### src/rtl/mpc_pipe_ctrl_if.sv
// mpc_pipe_ctrl_if: the ID-stage instruction fields and EX-stage ALU flags that
// enter the main control unit, and the stage controls and hazard signals it
// returns to the datapath.
interface mpc_pipe_ctrl_if #(
  parameter int OP_WIDTH = 6,
  parameter int RA_WIDTH = 5
);
  // ID stage instruction
  logic                iValid;
  logic [OP_WIDTH-1:0] iOperation;
  logic [RA_WIDTH-1:0] iRs;
  logic [RA_WIDTH-1:0] iRt;
  logic [RA_WIDTH-1:0] iRd;
  // EX stage ALU flags
  logic                iBranchTaken;
  logic                iOverflow;
  // Hazard control
  logic                oStall;
  logic                oFlush;
  // EX stage controls
  logic                oExRegDst;
  logic                oExALUSrc;
  logic                oExBranch;
  logic                oExJump;
  // Last MEM stage controls
  logic                oMemRead;
  logic                oMemWrite;
  // WB stage controls
  logic                oWbRegWrite;
  logic                oWbMemtoReg;
  logic [RA_WIDTH-1:0] oWbDestReg;
  // Event pulses
  logic                oIllegal;
  logic                oTrap;

  // Datapath side: presents the ID instruction and EX flags, consumes controls.
  modport master (
    output iValid, iOperation, iRs, iRt, iRd, iBranchTaken, iOverflow,
    input  oStall, oFlush, oExRegDst, oExALUSrc, oExBranch, oExJump,
    input  oMemRead, oMemWrite, oWbRegWrite, oWbMemtoReg, oWbDestReg,
    input  oIllegal, oTrap
  );

  // Control-unit side.
  modport slave (
    input  iValid, iOperation, iRs, iRt, iRd, iBranchTaken, iOverflow,
    output oStall, oFlush, oExRegDst, oExALUSrc, oExBranch, oExJump,
    output oMemRead, oMemWrite, oWbRegWrite, oWbMemtoReg, oWbDestReg,
    output oIllegal, oTrap
  );
endinterface

### src/rtl/mpc_pipe_ctrl.sv
// mpc_pipe_ctrl: pipelined main control unit for the 5-stage MIPS core.
// Decodes the ID opcode into a control bundle and carries it through the
// ID/EX, EX/MEM[1..MEM_LAT] and MEM/WB registers. Raises a load-use stall and
// a jump / taken-branch flush; flush always wins over stall.
// Optional feature macro: MPC_CU_OVF_TRAP_EN -- an R-format that overflows in
// EX loses its register write, flushes the front end and pulses oTrap.
// Without the macro iOverflow is ignored and oTrap is tied low.
module mpc_pipe_ctrl #(
  parameter int OP_WIDTH = 6,
  parameter int RA_WIDTH = 5,
  parameter int MEM_LAT  = 1   // data-memory latency, 1..4 EX/MEM stages
) (
  input  logic           clk,
  input  logic           resetn,
  mpc_pipe_ctrl_if.slave bus
);

  localparam logic [OP_WIDTH-1:0] OP_RFMT = OP_WIDTH'(6'h00);
  localparam logic [OP_WIDTH-1:0] OP_J    = OP_WIDTH'(6'h02);
  localparam logic [OP_WIDTH-1:0] OP_BEQ  = OP_WIDTH'(6'h04);
  localparam logic [OP_WIDTH-1:0] OP_LW   = OP_WIDTH'(6'h23);
  localparam logic [OP_WIDTH-1:0] OP_SW   = OP_WIDTH'(6'h2B);

  // One instruction's worth of control. memRead marks a load and regDst marks
  // an R-format, so no separate opcode needs to travel down the pipe.
  typedef struct packed {
    logic                regDst;
    logic                aluSrc;
    logic                branch;
    logic                jump;
    logic                memRead;
    logic                memWrite;
    logic                regWrite;
    logic                memtoReg;
    logic [RA_WIDTH-1:0] dest;
  } ctrlBundle_t;

  localparam ctrlBundle_t BUBBLE = '0;

  ctrlBundle_t idCtrl;
  ctrlBundle_t exCtrl;
  ctrlBundle_t exOut;
  ctrlBundle_t memPipe [MEM_LAT];
  ctrlBundle_t wbCtrl;

  logic idUnknown;
  logic idUsesRt;
  logic loadHazard;
  logic ovfTrap;
  logic flush;
  logic stall;
  logic illegalQ;
  logic trapQ;
  logic unusedBits;

  // A load ahead of ID blocks the ID instruction when it writes a nonzero
  // register that ID reads (rs always, rt only for formats that read rt).
  function automatic logic loadUseOn(input ctrlBundle_t         c,
                                     input logic [RA_WIDTH-1:0] rs,
                                     input logic [RA_WIDTH-1:0] rt,
                                     input logic                useRt);
    return c.memRead && (c.dest != '0) &&
           ((c.dest == rs) || (useRt && (c.dest == rt)));
  endfunction

  // Decode the ID opcode; unknown opcodes and empty slots become bubbles.
  always_comb begin
    // NOTE: every output of this block gets a default first so no path through
    // the case statement can infer a latch.
    idCtrl    = BUBBLE;
    idUnknown = 1'b0;
    if (bus.iValid) begin
      case (bus.iOperation)
        OP_LW: begin
          idCtrl.aluSrc   = 1'b1;
          idCtrl.memRead  = 1'b1;
          idCtrl.regWrite = 1'b1;
          idCtrl.memtoReg = 1'b1;
          idCtrl.dest     = bus.iRt;
        end
        OP_SW: begin
          idCtrl.aluSrc   = 1'b1;
          idCtrl.memWrite = 1'b1;
        end
        OP_RFMT: begin
          idCtrl.regDst   = 1'b1;
          idCtrl.regWrite = 1'b1;
          idCtrl.dest     = bus.iRd;
        end
        OP_BEQ:  idCtrl.branch = 1'b1;
        OP_J:    idCtrl.jump   = 1'b1;
        default: idUnknown     = 1'b1;
      endcase
      // r0 is hardwired to zero, so a write to it is dropped here once.
      if (idCtrl.dest == '0) begin
        idCtrl.regWrite = 1'b0;
      end
    end
  end

  // Look for a load in EX or in any MEM stage that has not yet delivered data.
  always_comb begin
    idUsesRt   = (bus.iOperation == OP_RFMT) || (bus.iOperation == OP_SW) ||
                 (bus.iOperation == OP_BEQ);
    loadHazard = loadUseOn(exCtrl, bus.iRs, bus.iRt, idUsesRt);
    for (int k = 0; k < MEM_LAT - 1; k++) begin
      loadHazard = loadHazard | loadUseOn(memPipe[k], bus.iRs, bus.iRt, idUsesRt);
    end
  end

`ifdef MPC_CU_OVF_TRAP_EN
  // An R-format that overflowed in EX must never reach the register file.
  assign ovfTrap    = exCtrl.regDst && bus.iOverflow;
  assign unusedBits = ^{wbCtrl.regDst, wbCtrl.aluSrc, wbCtrl.branch,
                        wbCtrl.jump, wbCtrl.memRead, wbCtrl.memWrite};
`else
  // Overflow is not architecturally visible in this build.
  assign ovfTrap    = 1'b0;
  assign unusedBits = ^{bus.iOverflow, wbCtrl.regDst, wbCtrl.aluSrc,
                        wbCtrl.branch, wbCtrl.jump, wbCtrl.memRead,
                        wbCtrl.memWrite};
`endif

  // Redirects resolved in EX kill the younger instruction; a flush makes the
  // stall irrelevant because the stalled instruction is discarded anyway.
  assign flush = exCtrl.jump || (exCtrl.branch && bus.iBranchTaken) || ovfTrap;
  assign stall = bus.iValid && loadHazard && !flush;

  // EX result bundle: drop the register write of a trapped R-format.
  always_comb begin
    exOut = exCtrl;
    if (ovfTrap) begin
      exOut.regWrite = 1'b0;
    end
  end

  // Pipeline registers ID/EX, EX/MEM chain, MEM/WB and the two event pulses.
  always_ff @(posedge clk or negedge resetn) begin
    if (!resetn) begin
      exCtrl <= BUBBLE;
      // NOTE: the EX/MEM chain is pipeline state, not storage; every stage is
      // reset so no stale control can fire after reset.
      for (int k = 0; k < MEM_LAT; k++) begin
        memPipe[k] <= BUBBLE;
      end
      wbCtrl   <= BUBBLE;
      illegalQ <= 1'b0;
      trapQ    <= 1'b0;
    end else begin
      // NOTE: non-blocking assignments so each stage captures the value its
      // predecessor held before this edge, regardless of statement order.
      exCtrl     <= (stall || flush) ? BUBBLE : idCtrl;
      memPipe[0] <= exOut;
      for (int k = 1; k < MEM_LAT; k++) begin
        memPipe[k] <= memPipe[k-1];
      end
      wbCtrl   <= memPipe[MEM_LAT-1];
      // Only report an unknown opcode once it actually leaves ID.
      illegalQ <= idUnknown && !stall && !flush;
      trapQ    <= ovfTrap;
    end
  end

  assign bus.oStall      = stall;
  assign bus.oFlush      = flush;
  assign bus.oExRegDst   = exCtrl.regDst;
  assign bus.oExALUSrc   = exCtrl.aluSrc;
  assign bus.oExBranch   = exCtrl.branch;
  assign bus.oExJump     = exCtrl.jump;
  assign bus.oMemRead    = memPipe[MEM_LAT-1].memRead;
  assign bus.oMemWrite   = memPipe[MEM_LAT-1].memWrite;
  assign bus.oWbRegWrite = wbCtrl.regWrite;
  assign bus.oWbMemtoReg = wbCtrl.memtoReg;
  assign bus.oWbDestReg  = wbCtrl.dest;
  assign bus.oIllegal    = illegalQ;
  assign bus.oTrap       = trapQ;

endmodule

### src/flat_wrapper.sv
// flat-port wrapper written by rule: the top's interface ports become plain ports
module mpc_pipe_ctrl_flat 
#(
  parameter int OP_WIDTH = 6,
  parameter int RA_WIDTH = 5,
  parameter int MEM_LAT  = 1                                             
)
  (clk, resetn, bus_iValid, bus_iOperation, bus_iRs, bus_iRt, bus_iRd, bus_iBranchTaken, bus_iOverflow, bus_oStall, bus_oFlush, bus_oExRegDst, bus_oExALUSrc, bus_oExBranch, bus_oExJump, bus_oMemRead, bus_oMemWrite, bus_oWbRegWrite, bus_oWbMemtoReg, bus_oWbDestReg, bus_oIllegal, bus_oTrap);
  mpc_pipe_ctrl_if #(.OP_WIDTH(OP_WIDTH), .RA_WIDTH(RA_WIDTH)) bus_i ();
  input  logic clk;
  input  logic resetn;
  input wire logic [$bits(bus_i.iValid)-1:0] bus_iValid;
  input wire logic [$bits(bus_i.iOperation)-1:0] bus_iOperation;
  input wire logic [$bits(bus_i.iRs)-1:0] bus_iRs;
  input wire logic [$bits(bus_i.iRt)-1:0] bus_iRt;
  input wire logic [$bits(bus_i.iRd)-1:0] bus_iRd;
  input wire logic [$bits(bus_i.iBranchTaken)-1:0] bus_iBranchTaken;
  input wire logic [$bits(bus_i.iOverflow)-1:0] bus_iOverflow;
  output wire logic [$bits(bus_i.oStall)-1:0] bus_oStall;
  output wire logic [$bits(bus_i.oFlush)-1:0] bus_oFlush;
  output wire logic [$bits(bus_i.oExRegDst)-1:0] bus_oExRegDst;
  output wire logic [$bits(bus_i.oExALUSrc)-1:0] bus_oExALUSrc;
  output wire logic [$bits(bus_i.oExBranch)-1:0] bus_oExBranch;
  output wire logic [$bits(bus_i.oExJump)-1:0] bus_oExJump;
  output wire logic [$bits(bus_i.oMemRead)-1:0] bus_oMemRead;
  output wire logic [$bits(bus_i.oMemWrite)-1:0] bus_oMemWrite;
  output wire logic [$bits(bus_i.oWbRegWrite)-1:0] bus_oWbRegWrite;
  output wire logic [$bits(bus_i.oWbMemtoReg)-1:0] bus_oWbMemtoReg;
  output wire logic [$bits(bus_i.oWbDestReg)-1:0] bus_oWbDestReg;
  output wire logic [$bits(bus_i.oIllegal)-1:0] bus_oIllegal;
  output wire logic [$bits(bus_i.oTrap)-1:0] bus_oTrap;
  assign bus_i.iValid = bus_iValid;
  assign bus_i.iOperation = bus_iOperation;
  assign bus_i.iRs = bus_iRs;
  assign bus_i.iRt = bus_iRt;
  assign bus_i.iRd = bus_iRd;
  assign bus_i.iBranchTaken = bus_iBranchTaken;
  assign bus_i.iOverflow = bus_iOverflow;
  assign bus_oStall = bus_i.oStall;
  assign bus_oFlush = bus_i.oFlush;
  assign bus_oExRegDst = bus_i.oExRegDst;
  assign bus_oExALUSrc = bus_i.oExALUSrc;
  assign bus_oExBranch = bus_i.oExBranch;
  assign bus_oExJump = bus_i.oExJump;
  assign bus_oMemRead = bus_i.oMemRead;
  assign bus_oMemWrite = bus_i.oMemWrite;
  assign bus_oWbRegWrite = bus_i.oWbRegWrite;
  assign bus_oWbMemtoReg = bus_i.oWbMemtoReg;
  assign bus_oWbDestReg = bus_i.oWbDestReg;
  assign bus_oIllegal = bus_i.oIllegal;
  assign bus_oTrap = bus_i.oTrap;
  mpc_pipe_ctrl #(.OP_WIDTH(OP_WIDTH), .RA_WIDTH(RA_WIDTH), .MEM_LAT(MEM_LAT)) u_core (.clk(clk), .resetn(resetn), .bus(bus_i));
endmodule
### config.mk
export PLATFORM = sky130hd
export DESIGN_NAME = mpc_pipe_ctrl_flat
export DESIGN_NICKNAME = d
export VERILOG_FILES = /design/src/rtl/mpc_pipe_ctrl_if.sv /design/src/rtl/mpc_pipe_ctrl.sv /design/src/flat_wrapper.sv
export SDC_FILE = /design/constraint.sdc
export NUM_CORES = 1
export LEC_CHECK = 0
export BUFFER_PORTS_ARGS = -buffer_cell sky130_fd_sc_hd__buf_2
export CAP_MARGIN = 10
export CORE_ASPECT_RATIO = 0.8
export CORE_MARGIN = 1
export CORE_UTILIZATION = 50
export DETAILED_ROUTE_END_ITERATION = 12
export PLACE_DENSITY = 0.89
export SYNTH_ARGS = -nofsm -noshare
export SYNTH_HDL_FRONTEND = slang
export SYNTH_SLANG_ARGS = --single-unit
### constraint.sdc
create_clock -name clk -period 2.7 [get_ports clk]
set_input_delay 0.405 -clock clk [delete_from_list [all_inputs] [get_ports clk]]
set_output_delay 0.405 -clock clk [all_outputs]
set_load 0.02 [all_outputs]
==> key figures, run 1 <==
Outcome
  – Outcome: finished, final reports clean

Setup path
  – Critical path peak fanout: 4
  – CP startpoint kind: flop
  – Slowest cell on crit path: or4_1
  – Worst R2R Start: u_core.exCtrl[1]
  – Critical Path End Type: primary output
  – Crit path arrival time: around 2 ns
  – Critical path launch point: u_core.exCtrl[0]
  – Req. time, crit path: roughly 2.3 ns
  – Largest stage delay, worst path: between 0.5 and 0.6 ns
  – Cell Chain, Critical Path: or4_1 -> o21ai_2 -> nor4_1 -> o21a_1 -> buf_2
  – CP Class: reg2out

Global routing
  – First-pass GRT wire length: ~3.8 mm
  – GRT Util Overall: 0.206
  – Vias in the first global route: slightly above 800
  – Initial antenna violation count: 0
  – Largest net degree at the start of global routing: 29
  – Grt ovf: 0

Floorplan
  – Std cell rows: 15
  – Die height: 45.1 um
  – # IOs: 43
  – Die W: about 56 um
  – Starting Density: 0.533
  – Core area: 0.00218 sq mm
  – Full die area: 0.00252 sq mm

Detailed routing
  – WL/cell: ~15 um
  – Final wirelength: ~2.4 mm
  – # DRC: 0
  – Vias: 904
  – Routed Antenna Nets: 0
  – Drt initial violations: 35
  – Pre-Repair DR Iteration Count: 4
  – Avg Vias per Cell: 5.76

Yosys
  – Top post-synthesis cells by area: dfrtp_1, xnor2_1, nor3_1, a22oi_1, nor3b_2
  – Synth unique cells: 29
  – Ys flop type: dfrtp_1
  – Post-Syn Instances: 90
  – Synth Cell Area: approximately 0.0012 sq mm
  – Yosys warnings: 0
  – Cell taking the most area after synthesis: dfrtp_1
  – Most frequent cell after synthesis: dfrtp_1
  – Number of flops mapped to enable cells by yosys: 0
  – Synth top area share: 0.603
  – Synth Net Count: ~120
  – Yosys reg bits: 28
  – Post-synthesis async set-or-reset flop share: 1.00
  – Synth cell count leaders: dfrtp_1, nor3_1, xnor2_1
  – Mapped Avg Cell Area: 12.9 sq um
  – Seq/Total Area, Yosys: 0.603

Timing
  – Hold_ws: a little over 0.06 ns
  – Crit share post-route: 0.890
  – Setup TNS: 0 ns
  – Rel. slew slack: 0.489
  – Worst-margin pin slew: 0.758 ns
  – RSZ-0062 raised after global routing: no
  – Final setup vio count: 0
  – Final worst path period need: about 2.4 ns
  – Pins Over Slew Limit: 0
  – Post-Route Skew: 0.00468 ns
  – Fmax: 416 MHz
  – Final hold vios: 0

CTS
  – CTS root buffer: clkbuf_4
  – Clock Path Buffers: 2
  – Post-CTS setup buffer count: 0
  – CTS buffer count: 3
  – Clk_lat worst skew: around 0.33 ns
  – Post-CTS Hold Buffers: 0
  – Reg clk slew, reported paths: between 0.1 and 0.15 ns
  – CTS H-tree lvls: 1
  – CTS tree: yes
  – CTS resizes: 0
  – TritonCTS sink count: 28

Final layout
  – Ratio of cells with drive above 1 in the final layout: 0.409
  – Post-layout net count: about 160
  – Ant. Diodes: 0
  – P&R area growth vs syn: 23.2%

Pwr
  – Static leakage: between 0.0007 and 0.0008 uW
  – Maximum VDD drop: 0.000544 V
  – Cell Pwr Density: between 500 and 600 mW/mm^2

Placed design
  – HPWL after DPL: between 1.5 and 2 mm
  – IO Port Bufs: 40
  – Final Wtd Congestion: between 0.7 and 0.8

Hold path
  – Worst Hold Class: in2async

Job
  – Max_cap viols: 0
-- path summary, 6_finish.rpt --
kind | endpoint | depth (start not counted) | slack, ns
min in group clk | u_core.bus.oExBranch | 2 | 0.34
setup reg to reg | u_core.exCtrl[0] | 5 | 0.70
setup / recovery | bus_oStall | 5 | 0.30
hold reg to reg | u_core.bus.oWbDestReg[4] | 0 | 0.37
max in group asynchronous | u_core.bus.oWbDestReg[1] | 1 | 2.24
hold / removal | u_core.exCtrl[8] | 1 | 0.06
-- final cells by class --
type | count | area [sq um]
fillers | 165 | 747
flip-flops and latches | 28 | 701
multi-input cells | 57 | 427
repair buffers | 42 | 215
well taps | 25 | 31.3
clock inverters | 1 | 30.0
clock buffers | 3 | 22.5
inverters | 1 | 3.75
-- sequential cells by signal, summed over array words and instances (netlist names) --
name                    flops
u_core.bus.oWbMemtoReg      1
u_core.bus.oWbRegWrite      1
u_core.bus.oMemWrite        1
u_core.bus.oWbDestReg       5
u_core.exCtrl               8
u_core.bus.oExBranch        1
u_core.bus.oMemRead         1
u_core.bus.oIllegal         1
u_core.bus.oExALUSrc        1
u_core.bus.oExJump          1
u_core.memPipe              6
u_core.bus.oExRegDst        1
-- per-stage QoR --
| stage | cell area (sq um) | cells | utilization | power, uW | worst slack (ns) |
|---|---|---|---|---|---|
| floorplan | 1160 | 90 | - | 463 | 0.846 |
| global placement | 1370 | 152 | 0.629 | 496 | 0.593 |
| detailed placement | 1370 | 152 | 0.629 | 501 | 0.430 |
| CTS | 1420 | 156 | 0.653 | 769 | 0.277 |
| global route | 1430 | 157 | 0.657 | 796 | 0.195 |
| finish | 1430 | 157 | 0.657 | 763 | 0.296 |
-- report_power, final --
group          switching [uW]  internal, uW  leakage, uW
sequential               1.44           423     0.000388
combinational            42.5          27.2     0.000299
clock                     118           150    0.0000279
total                     162           600     0.000716
-- cells by family (layout without fill, tap and decap cells) --
| logic type | after synthesis | in the layout | synth area share |
|---|---|---|---|
| AO/OA/AOI/OAI | 15 | 15 | 0.102 |
| other | 1 | 1 | 0.00323 |
| flip-flops | 28 | 28 | 0.603 |
| buffers and inverters | 5 | 47 | 0.0291 |
| AND/OR/NAND/NOR | 31 | 31 | 0.186 |
| XOR/XNOR | 10 | 10 | 0.0754 |
-- layout by cell type (no fill, tap or decap), types with 2 or more instances in the layout --
cell type	n
buf_2	40
dfrtp_1	28
xnor2_1	8
nor3_1	8
nor4_1	5
a22oi_1	5
nand2_1	4
or4_1	3
a21oi_1	3
nor3b_2	3
clkbuf_4	3
xor2_1	2
o21ai_0	2
buf_4	2
-- metal layers --
metal | up-vias | track usage | part of all wire
met5 | - | 0 | 0
met4 | 0 | 0.0439 | 0.013
met3 | 8 | 0.0602 | 0.062
met2 | 44 | 0.359 | 0.51
met1 | 437 | 0.263 | 0.42
li1 | 415 | - | -
-- critical path: cells and delay by family (launching register included) --
kind                   cells  cell delay, ns
AO/OA/AOI/OAI              2            0.42
flip-flops                 1            0.45
AND/OR/NAND/NOR            2            0.65
buffers and inverters      1            0.15
(Power assumes the default switching activity.)
==> inputs of run 2 (changes only) <==
Settings changed: ABC_AREA set to 1, CORE_UTILIZATION 50 to 49, PLACE_DENSITY 0.89 to 0.86.
Clock period 2.7 ns to 2.41 ns, I/O delays scaled along.
==> run 2 against run 1 <==
  * Count of clock-buffer cells in the layout is 1 higher
  * Final cell count is 32% higher
  * Sequential share of layout area is 3.6 points lower
  * Area after synthesis is 9.8% higher
  * First-iteration DRC count is 20% lower
  * Core utilization is 2.9 points lower
  * Non-clock buffer count is 2 lower
  * Global-route usage is 1.3 points lower
  * Worst setup slack better by 0.069 ns
  * Design area is 8.0% higher
  * Via count is 9.4% higher
  * Critical path depth is 3 higher
  * Highest routed layer unchanged
==> key figures, run 2 <==
Outcome
  – Outcome: finished, final reports clean

Timing
  – Crit share post-route: 0.849
  – RSZ-0062 raised after global routing: no
  – Final hold vios: 0 (unchanged)
  – Post-Route Skew: 0.00173 ns (-0.00295 ns)
  – Worst-margin pin slew: 0.586 ns (-0.172 ns)
  – Pins Over Slew Limit: 0 (unchanged)
  – Setup TNS: 0 ns (unchanged)
  – Rel. slew slack: 0.609 (+0.120)
  – Fmax: between 400 and 500 MHz
  – Hold_ws: 0.0233 ns (-0.0371 ns)
  – Final setup vio count: 0 (unchanged)
  – Final worst path period need: a little over 2 ns

Yosys
  – Seq/Total Area, Yosys: 0.550 (-0.0539)
  – Yosys reg bits: 28 (unchanged)
  – Most frequent cell after synthesis: dfrtp_1
  – Synth unique cells: 21 (-28%)
  – Synth top area share: 0.550 (-0.0539)
  – Synth cell count leaders: dfrtp_1, nand2_1, nor2_1
  – Ys flop type: dfrtp_1
  – Cell taking the most area after synthesis: dfrtp_1
  – Number of flops mapped to enable cells by yosys: 0 (unchanged)
  – Post-synthesis async set-or-reset flop share: 1.00 (unchanged)
  – Mapped Avg Cell Area: 9.81 sq um (-24%)
  – Post-Syn Instances: 130 (+44%)
  – Yosys warnings: 0 (unchanged)
  – Synth Cell Area: 0.00127 sq mm (+9.8%)
  – Synth Net Count: 156 (+34%)
  – Top post-synthesis cells by area: dfrtp_1, nand2_1, nor2_2, xor2_1, nor2_1

Floorplan
  – # IOs: 43 (unchanged)
  – Die height: 47.6 um (+5.6%)
  – Core area: 0.00246 sq mm (+13%)
  – Full die area: 0.00281 sq mm (+12%)
  – Std cell rows: 16 (+1)
  – Starting Density: 0.518 (-0.0155)
  – Die W: 59.0 um (+5.6%)

Final layout
  – Most frequent cells in the layout: buf_2, dfrtp_1, nand2_1
  – Fin cells: 208 (+32%)
  – Ratio of cells with drive above 1 in the final layout: 0.401 (-0.00793)
  – Most common cell after layout, fill and taps aside: buf_2
  – Finished Cell Area: 0.00155 sq mm (+8.0%)
  – Post-layout net count: 199 (+25%)
  – Fillcell total: 210 (+27%)
  – Ant. Diodes: 0 (unchanged)
  – Max FFs per register: 8 (unchanged)
  – Finished Core Util: 0.628 (-0.0294)
  – P&R area growth vs syn: 21.2%
  – Multi-input combinational cell area: 509 sq um (+19%)
  – Top reg by flops: u_core.exCtrl
  – Register cell area after layout: 701 sq um (unchanged)

Setup path
  – Reg2Reg Depth: 8 (+3)
  – Worst R2R Start: u_core.exCtrl[1]
  – FF-to-FF End: u_core.exCtrl[6]
  – Critical path peak fanout: 5 (+1)
  – R2R Setup Slk: 1.06 ns (+0.36 ns)
  – Crit path arrival time: 1.68 ns (-0.32 ns)
  – Critical Path End Type: primary output
  – Req. time, crit path: 2.05 ns (-0.25 ns)
  – CP startpoint kind: flop
  – CP Class: reg2out

Detailed routing
  – Avg Vias per Cell: 4.75 (-17%)
  – # DRC: 0 (unchanged)
  – Drt initial violations: 28 (-20%)
  – Pre-Repair DR Iteration Count: 4 (unchanged)
  – Final wirelength: 2.31 mm (-3.6%)
  – WL/cell: 11.1 um (-27%)
  – Routed Antenna Nets: 0 (unchanged)
  – Vias: 989 (+9.4%)

CTS
  – Post-CTS setup buffer count: 0 (unchanged)
  – CTS root buffer: clkbuf_4
  – Reg clk slew, reported paths: 0.13 ns (about the same)
  – Clk_lat worst skew: 0.32 ns (about the same)
  – CTS H-tree lvls: 1 (unchanged)
  – CTS resizes: 0 (unchanged)
  – Post-CTS Hold Buffers: 0 (unchanged)
  – CTS buffer count: 3 (unchanged)
  – CTS tree: yes
  – TritonCTS sink count: 28 (unchanged)
  – Clock Path Buffers: 2 (unchanged)

Global routing
  – Initial antenna violation count: 0 (unchanged)
  – Largest net degree at the start of global routing: 29 (unchanged)
  – GRT Util Overall: 0.193 (-0.0128)
  – First-pass GRT wire length: 3.96 mm (+4.5%)
  – Grt ovf: 0 (unchanged)
  – Vias in the first global route: 979 (+19%)

Pwr
  – Maximum VDD drop: 0.000217 V (-60%)
  – Cell Pwr Density: 502 mW/mm^2 (-5.9%)
  – Static leakage: 0.000932 uW (+30%)

Placed design
  – HPWL after DPL: 1.88 mm (+3.6%)
  – DP Area: 0.00151 sq mm (+10%)
  – Final Wtd Congestion: 0.807 (+2.7%)
  – Placed insts: 204 (+34%)
  – IO Port Bufs: 40 (unchanged)

Hold path
  – Worst Hold Class: in2async

Job
  – Max_cap viols: 0 (unchanged)
[run 2: cell count changes in the layout (fill, tap and decap cells not counted), sizes merged, moves of 5 or more]
| cell | previous run | this run |
|---|---|---|
| nor2 | 1 | 28 |
| nand2 | 4 | 24 |
| nand3 | 0 | 16 |
| inv | 1 | 13 |
| nor3 | 8 | 2 |
| nor4 | 6 | 0 |
| a22oi | 5 | 0 |
| xnor2 | 8 | 3 |
| xor2 | 2 | 7 |
[run 2: routing by layer]
layer / vias to the layer above / part of all wire / track usage
li1: 485 / - / -
met1: 459 / 0.41 / 0.216
met2: 39 / 0.52 / 0.368
met3: 6 / 0.054 / 0.0297
met4: 0 / 0.020 / 0.100
met5: - / 0 / 0
[run 2: worst max path at each step]
stage | from | to | slack, ns | depth (start not counted)
after global routing | u_core.exCtrl[1] | bus_oStall | 0.24 | 8
after floorplan | u_core.bus.oExBranch | bus_oStall | 0.67 | 3
after global placement | bus_iOperation[2] | bus_oStall | 0.63 | 9
after detailed placement | bus_iOperation[2] | bus_oStall | 0.58 | 9
final | u_core.exCtrl[1] | bus_oStall | 0.36 | 8
after CTS | u_core.exCtrl[1] | bus_oStall | 0.36 | 8
[run 2: through the flow]
stage / total power, uW / setup WS [ns]
2_1_floorplan: 525 / 0.666
3_3_place_gp: 563 / 0.631
3_5_place_dp: 567 / 0.578
4_1_cts: 781 / 0.364
5_1_grt: 812 / 0.244
6_report: 775 / 0.365
[run 2: critical path, cell delays in order, from the launching register on]
cell	delay, ns
dfrtp_1	0.46
xnor2_1	0.18
nand2_1	0.07
nor2_1	0.12
nand3_2	0.09
nand2_2	0.09
nand2_4	0.09
nor2_1	0.11
buf_2	0.17
[run 2: power by group]
group / internal, uW / switching [uW]
clock: 92.3 / 126
combinational: 29.8 / 50.5
sequential: 475 / 1.82
[run 2: layout make-up]
| type | instances | area share |
|---|---|---|
| clock buffers | 4 | 0.0235 |
| multi-input cells | 86 | 0.330 |
| inverters | 14 | 0.0348 |
| well taps | 36 | 0.0291 |
| repair buffers | 40 | 0.130 |
| flip-flops and latches | 28 | 0.453 |
[run 2: cells by family after synthesis]
family,after synthesis,share of synthesized area
AOI/OAI and AO/OA,2,0.0137
DFF,28,0.550
other,1,0.00294
and+or+nand+nor,73,0.314
xor gates and xnor gates,10,0.0687
buffers and inverters,16,0.0510
==> inputs of run 3 (changes only) <==
Clock period 2.41 ns to 1.9 ns, I/O delays scaled along.
==> run 3 against run 2 <==
  * Sequential share of layout area decreased by 1.4 points
  * Wire length up 6.7%
  * Design area increased by 3.2%
  * Worst hold slack better by 0.23 ns
  * Register-to-register slack got worse by 0.62 ns
  * Die area is the same
  * Sequential power is 27% higher
  * First-iteration DRC count unchanged
  * Final cell count grew 1.9%
  * Sequential cell count is the same
  * Global-route usage down 0.30 points
  * Clock skew grew 0.0015 ns
  * Largest cell class unchanged
==> key figures, run 3 (same netlist as run 2, synthesis figures left out) <==
Outcome
  – Outcome: finished, final reports clean

Final layout
  – Most common cell after layout, fill and taps aside: buf_2
  – P&R area growth vs syn: 25.0%
  – Ant. Diodes: 0 (unchanged)
  – Ratio of cells with drive above 1 in the final layout: 0.420 (+0.0193)
  – Fillcell total: 204 (-2.9%)
  – Most frequent cells in the layout: buf_2, dfrtp_1, nand2_1
  – Finished Cell Area: 0.00159 sq mm (+3.2%)
  – Max FFs per register: 8 (unchanged)
  – Post-layout net count: 203 (+2.0%)
  – Finished Core Util: 0.647 (+0.0198)
  – Top reg by flops: u_core.exCtrl

Timing
  – RSZ-0062 raised after global routing: yes
  – Post-Route Skew: 0.00326 ns (+0.00153 ns)
  – Worst-margin pin slew: 0.599 ns (+0.0132 ns)
  – Final setup vio count: 0 (unchanged)
  – Fmax: about 540 MHz
  – Final worst path period need: around 1.9 ns
  – Pins Over Slew Limit: 0 (unchanged)
  – Rel. slew slack: 0.600 (-0.00878)
  – Final hold vios: 0 (unchanged)
  – Crit share post-route: 0.983

Floorplan
  – Full die area: 0.00281 sq mm (unchanged)
  – Starting Density: 0.518 (unchanged)
  – Std cell rows: 16 (unchanged)
  – # IOs: 43 (unchanged)
  – Core area: 0.00246 sq mm (unchanged)
  – Die height: 47.6 um (unchanged)
  – Die W: 59.0 um (unchanged)

Pwr
  – Internal power: 759 uW (+27%)
  – Static leakage: 0.000950 uW (+1.9%)
  – Cell Pwr Density: 624 mW/mm^2 (+24%)
  – Sw Share: 0.237 (+0.00669)
  – Sequential share of power: 0.608 (-0.007)
  – Clock Power Share: 0.286 (+0.005)
  – Psw: 235 uW (+32%)
  – Maximum VDD drop: 0.000271 V (+25%)
  – Comb pwr share: 0.106 (+0.002)

CTS
  – CTS tree: yes
  – TritonCTS sink count: 28 (unchanged)
  – CTS buffer count: 3 (unchanged)
  – Clk_lat worst skew: 0.33 ns (about the same)
  – CTS H-tree lvls: 1 (unchanged)
  – Clock Path Buffers: 2 (unchanged)
  – Reg clk slew, reported paths: 0.14 ns (about the same)
  – CTS root buffer: clkbuf_4

Global routing
  – Largest net degree at the start of global routing: 29 (unchanged)
  – GRT Util Overall: 0.190 (-0.00304)
  – First-pass GRT wire length: 3.86 mm (-2.4%)
  – Initial antenna violation count: 0 (unchanged)
  – Vias in the first global route: 938 (-4.2%)
  – Grt ovf: 0 (unchanged)

Setup path
  – Crit path arrival time: 1.58 ns (-0.10 ns)
  – Critical path launch point: u_core.exCtrl[1]
  – Critical Path End Type: primary output
  – Critical path depth in cells: 8 (unchanged)
  – Largest stage delay, worst path: 0.46 ns (about the same)
  – Worst path bufs/invs: 1 (unchanged)
  – Worst path top cell family by delay: simple AND/OR/NAND/NOR gates
  – R2R Setup Slk: 0.44 ns (-0.62 ns)
  – Slowest cell on crit path: dfrtp_1
  – CP Class: reg2out
  – Req. time, crit path: 1.62 ns (-0.43 ns)
  – Reg2Reg Depth: 9 (+1)
  – Critical path peak fanout: 4 (-1)
  – CP startpoint kind: flop
  – CP Capture Point: bus_oStall
  – Worst R2R Start: u_core.exCtrl[1]
  – Cell Chain, Critical Path: xnor2_1 -> nand2_1 -> nor2_2 -> nand3_2 -> nand2_2 -> nand2_4 -> nor2_4 -> buf_6
  – FF-to-FF End: u_core.exCtrl[6]

Detailed routing
  – Drt initial violations: 28 (unchanged)
  – Pre-Repair DR Iteration Count: 4 (unchanged)
  – Routed Antenna Nets: 0 (unchanged)
  – Final wirelength: 2.47 mm (+6.7%)
  – WL/cell: 11.6 um (+4.7%)
  – Avg Vias per Cell: 4.80 (+0.99%)
  – Vias: 1018 (+2.9%)
  – # DRC: 0 (unchanged)

Placed design
  – HPWL after DPL: 1.84 mm (-2.2%)
  – IO Port Bufs: 40 (unchanged)
  – Final Wtd Congestion: 0.806 (-0.22%)
  – DP Area: 0.00152 sq mm (+0.50%)

Job
  – Max_cap viols: 0 (unchanged)

Hold path
  – Worst Hold Class: in2reg
-- run 3: changes by cell type in the layout (fill, tap and decap cells not counted) --
| cell | change |
|---|---|
| buf_4 | +3 |
| nor2_4 | +1 |
| buf_2 | -1 |
| buf_6 | +1 |
| dlygate4sd3_1 | +1 |
| nor2_2 | +1 |
| nor2_1 | -2 |
-- run 3: timing repair --
| item | in CTS | in global routing |
|---|---|---|
| setup endpoints to repair | 1 | 1 |
| hold buffers | 1 | 0 |
| pin swaps | 4 | 4 |
| setup buffers | 2 | 0 |
| hold endpoints to repair | 28 | 0 |
| gates resized for setup | 1 | 4 |
-- run 3: worst min-delay path by stage --
| stage | from | end | slack [ns] | depth (start not counted) |
|---|---|---|---|---|
| 2_1_floorplan | resetn | u_core.bus.oExALUSrc | -0.01 | 0 |
| 6_report | bus_iOperation[0] | u_core.bus.oExJump | 0.25 | 4 |
| 4_1_cts | bus_iOperation[0] | u_core.bus.oExJump | 0.26 | 4 |
| 3_3_place_gp | resetn | u_core.bus.oWbDestReg[1] | 0.31 | 1 |
| 3_5_place_dp | resetn | u_core.bus.oWbDestReg[1] | 0.32 | 1 |
| 5_1_grt | bus_iOperation[0] | u_core.bus.oExJump | 0.25 | 4 |
-- run 3: cell type report --
type                    count  area (sq um)  area share
clock buffers               4          36.3      0.0228
repair buffers             44           239       0.150
well taps                  36          45.0      0.0283
multi-input cells          86           519       0.326
flip-flops and latches     28           701       0.440
inverters                  14          53.8      0.0338
-- run 3: metrics by stage --
stage | hold WS [ns] | power, uW | setup TNS [ns] | setup WS, ns | instances
after floorplan | -0.0106 | 665 | 0 | 0.232 | 130
after global placement | 0.307 | 715 | 0 | 0.275 | 205
after detailed placement | 0.322 | 719 | 0 | 0.231 | 205
after CTS | 0.256 | 994 | 0 | 0.0178 | 212
after global routing | 0.254 | 1030 | -0.0866 | -0.0866 | 212
final | 0.253 | 995 | 0 | 0.0322 | 212
-- run 3: worst reg2reg max path, cell delays in order (launching register included) --
cell and delay (ns):
dfrtp_1 0.46, xnor2_1 0.18, nand2_1 0.09, nor2_2 0.10
nand3_2 0.08, nand2_2 0.09, nand2_4 0.06, buf_4 0.16
nand2_8 0.10, nor2_2 0.05
-- run 3: power groups by stage --
stage               registers (uW)  clock network (uW)  logic (uW)
floorplan                      621                   0        44.3
global placement               616                   0        98.7
detailed placement             616                   0         103
CTS                            605                 284         105
global route                   606                 305         118
finish                         605                 284         106
-- run 3: per-layer routing --
metal  up-vias  part of all wire  GRT usage
li1        490                 -          -
met1       480              0.41      0.221
met2        43              0.52      0.366
met3         5             0.052     0.0189
met4         0             0.015     0.0857
met5         -                 0          0
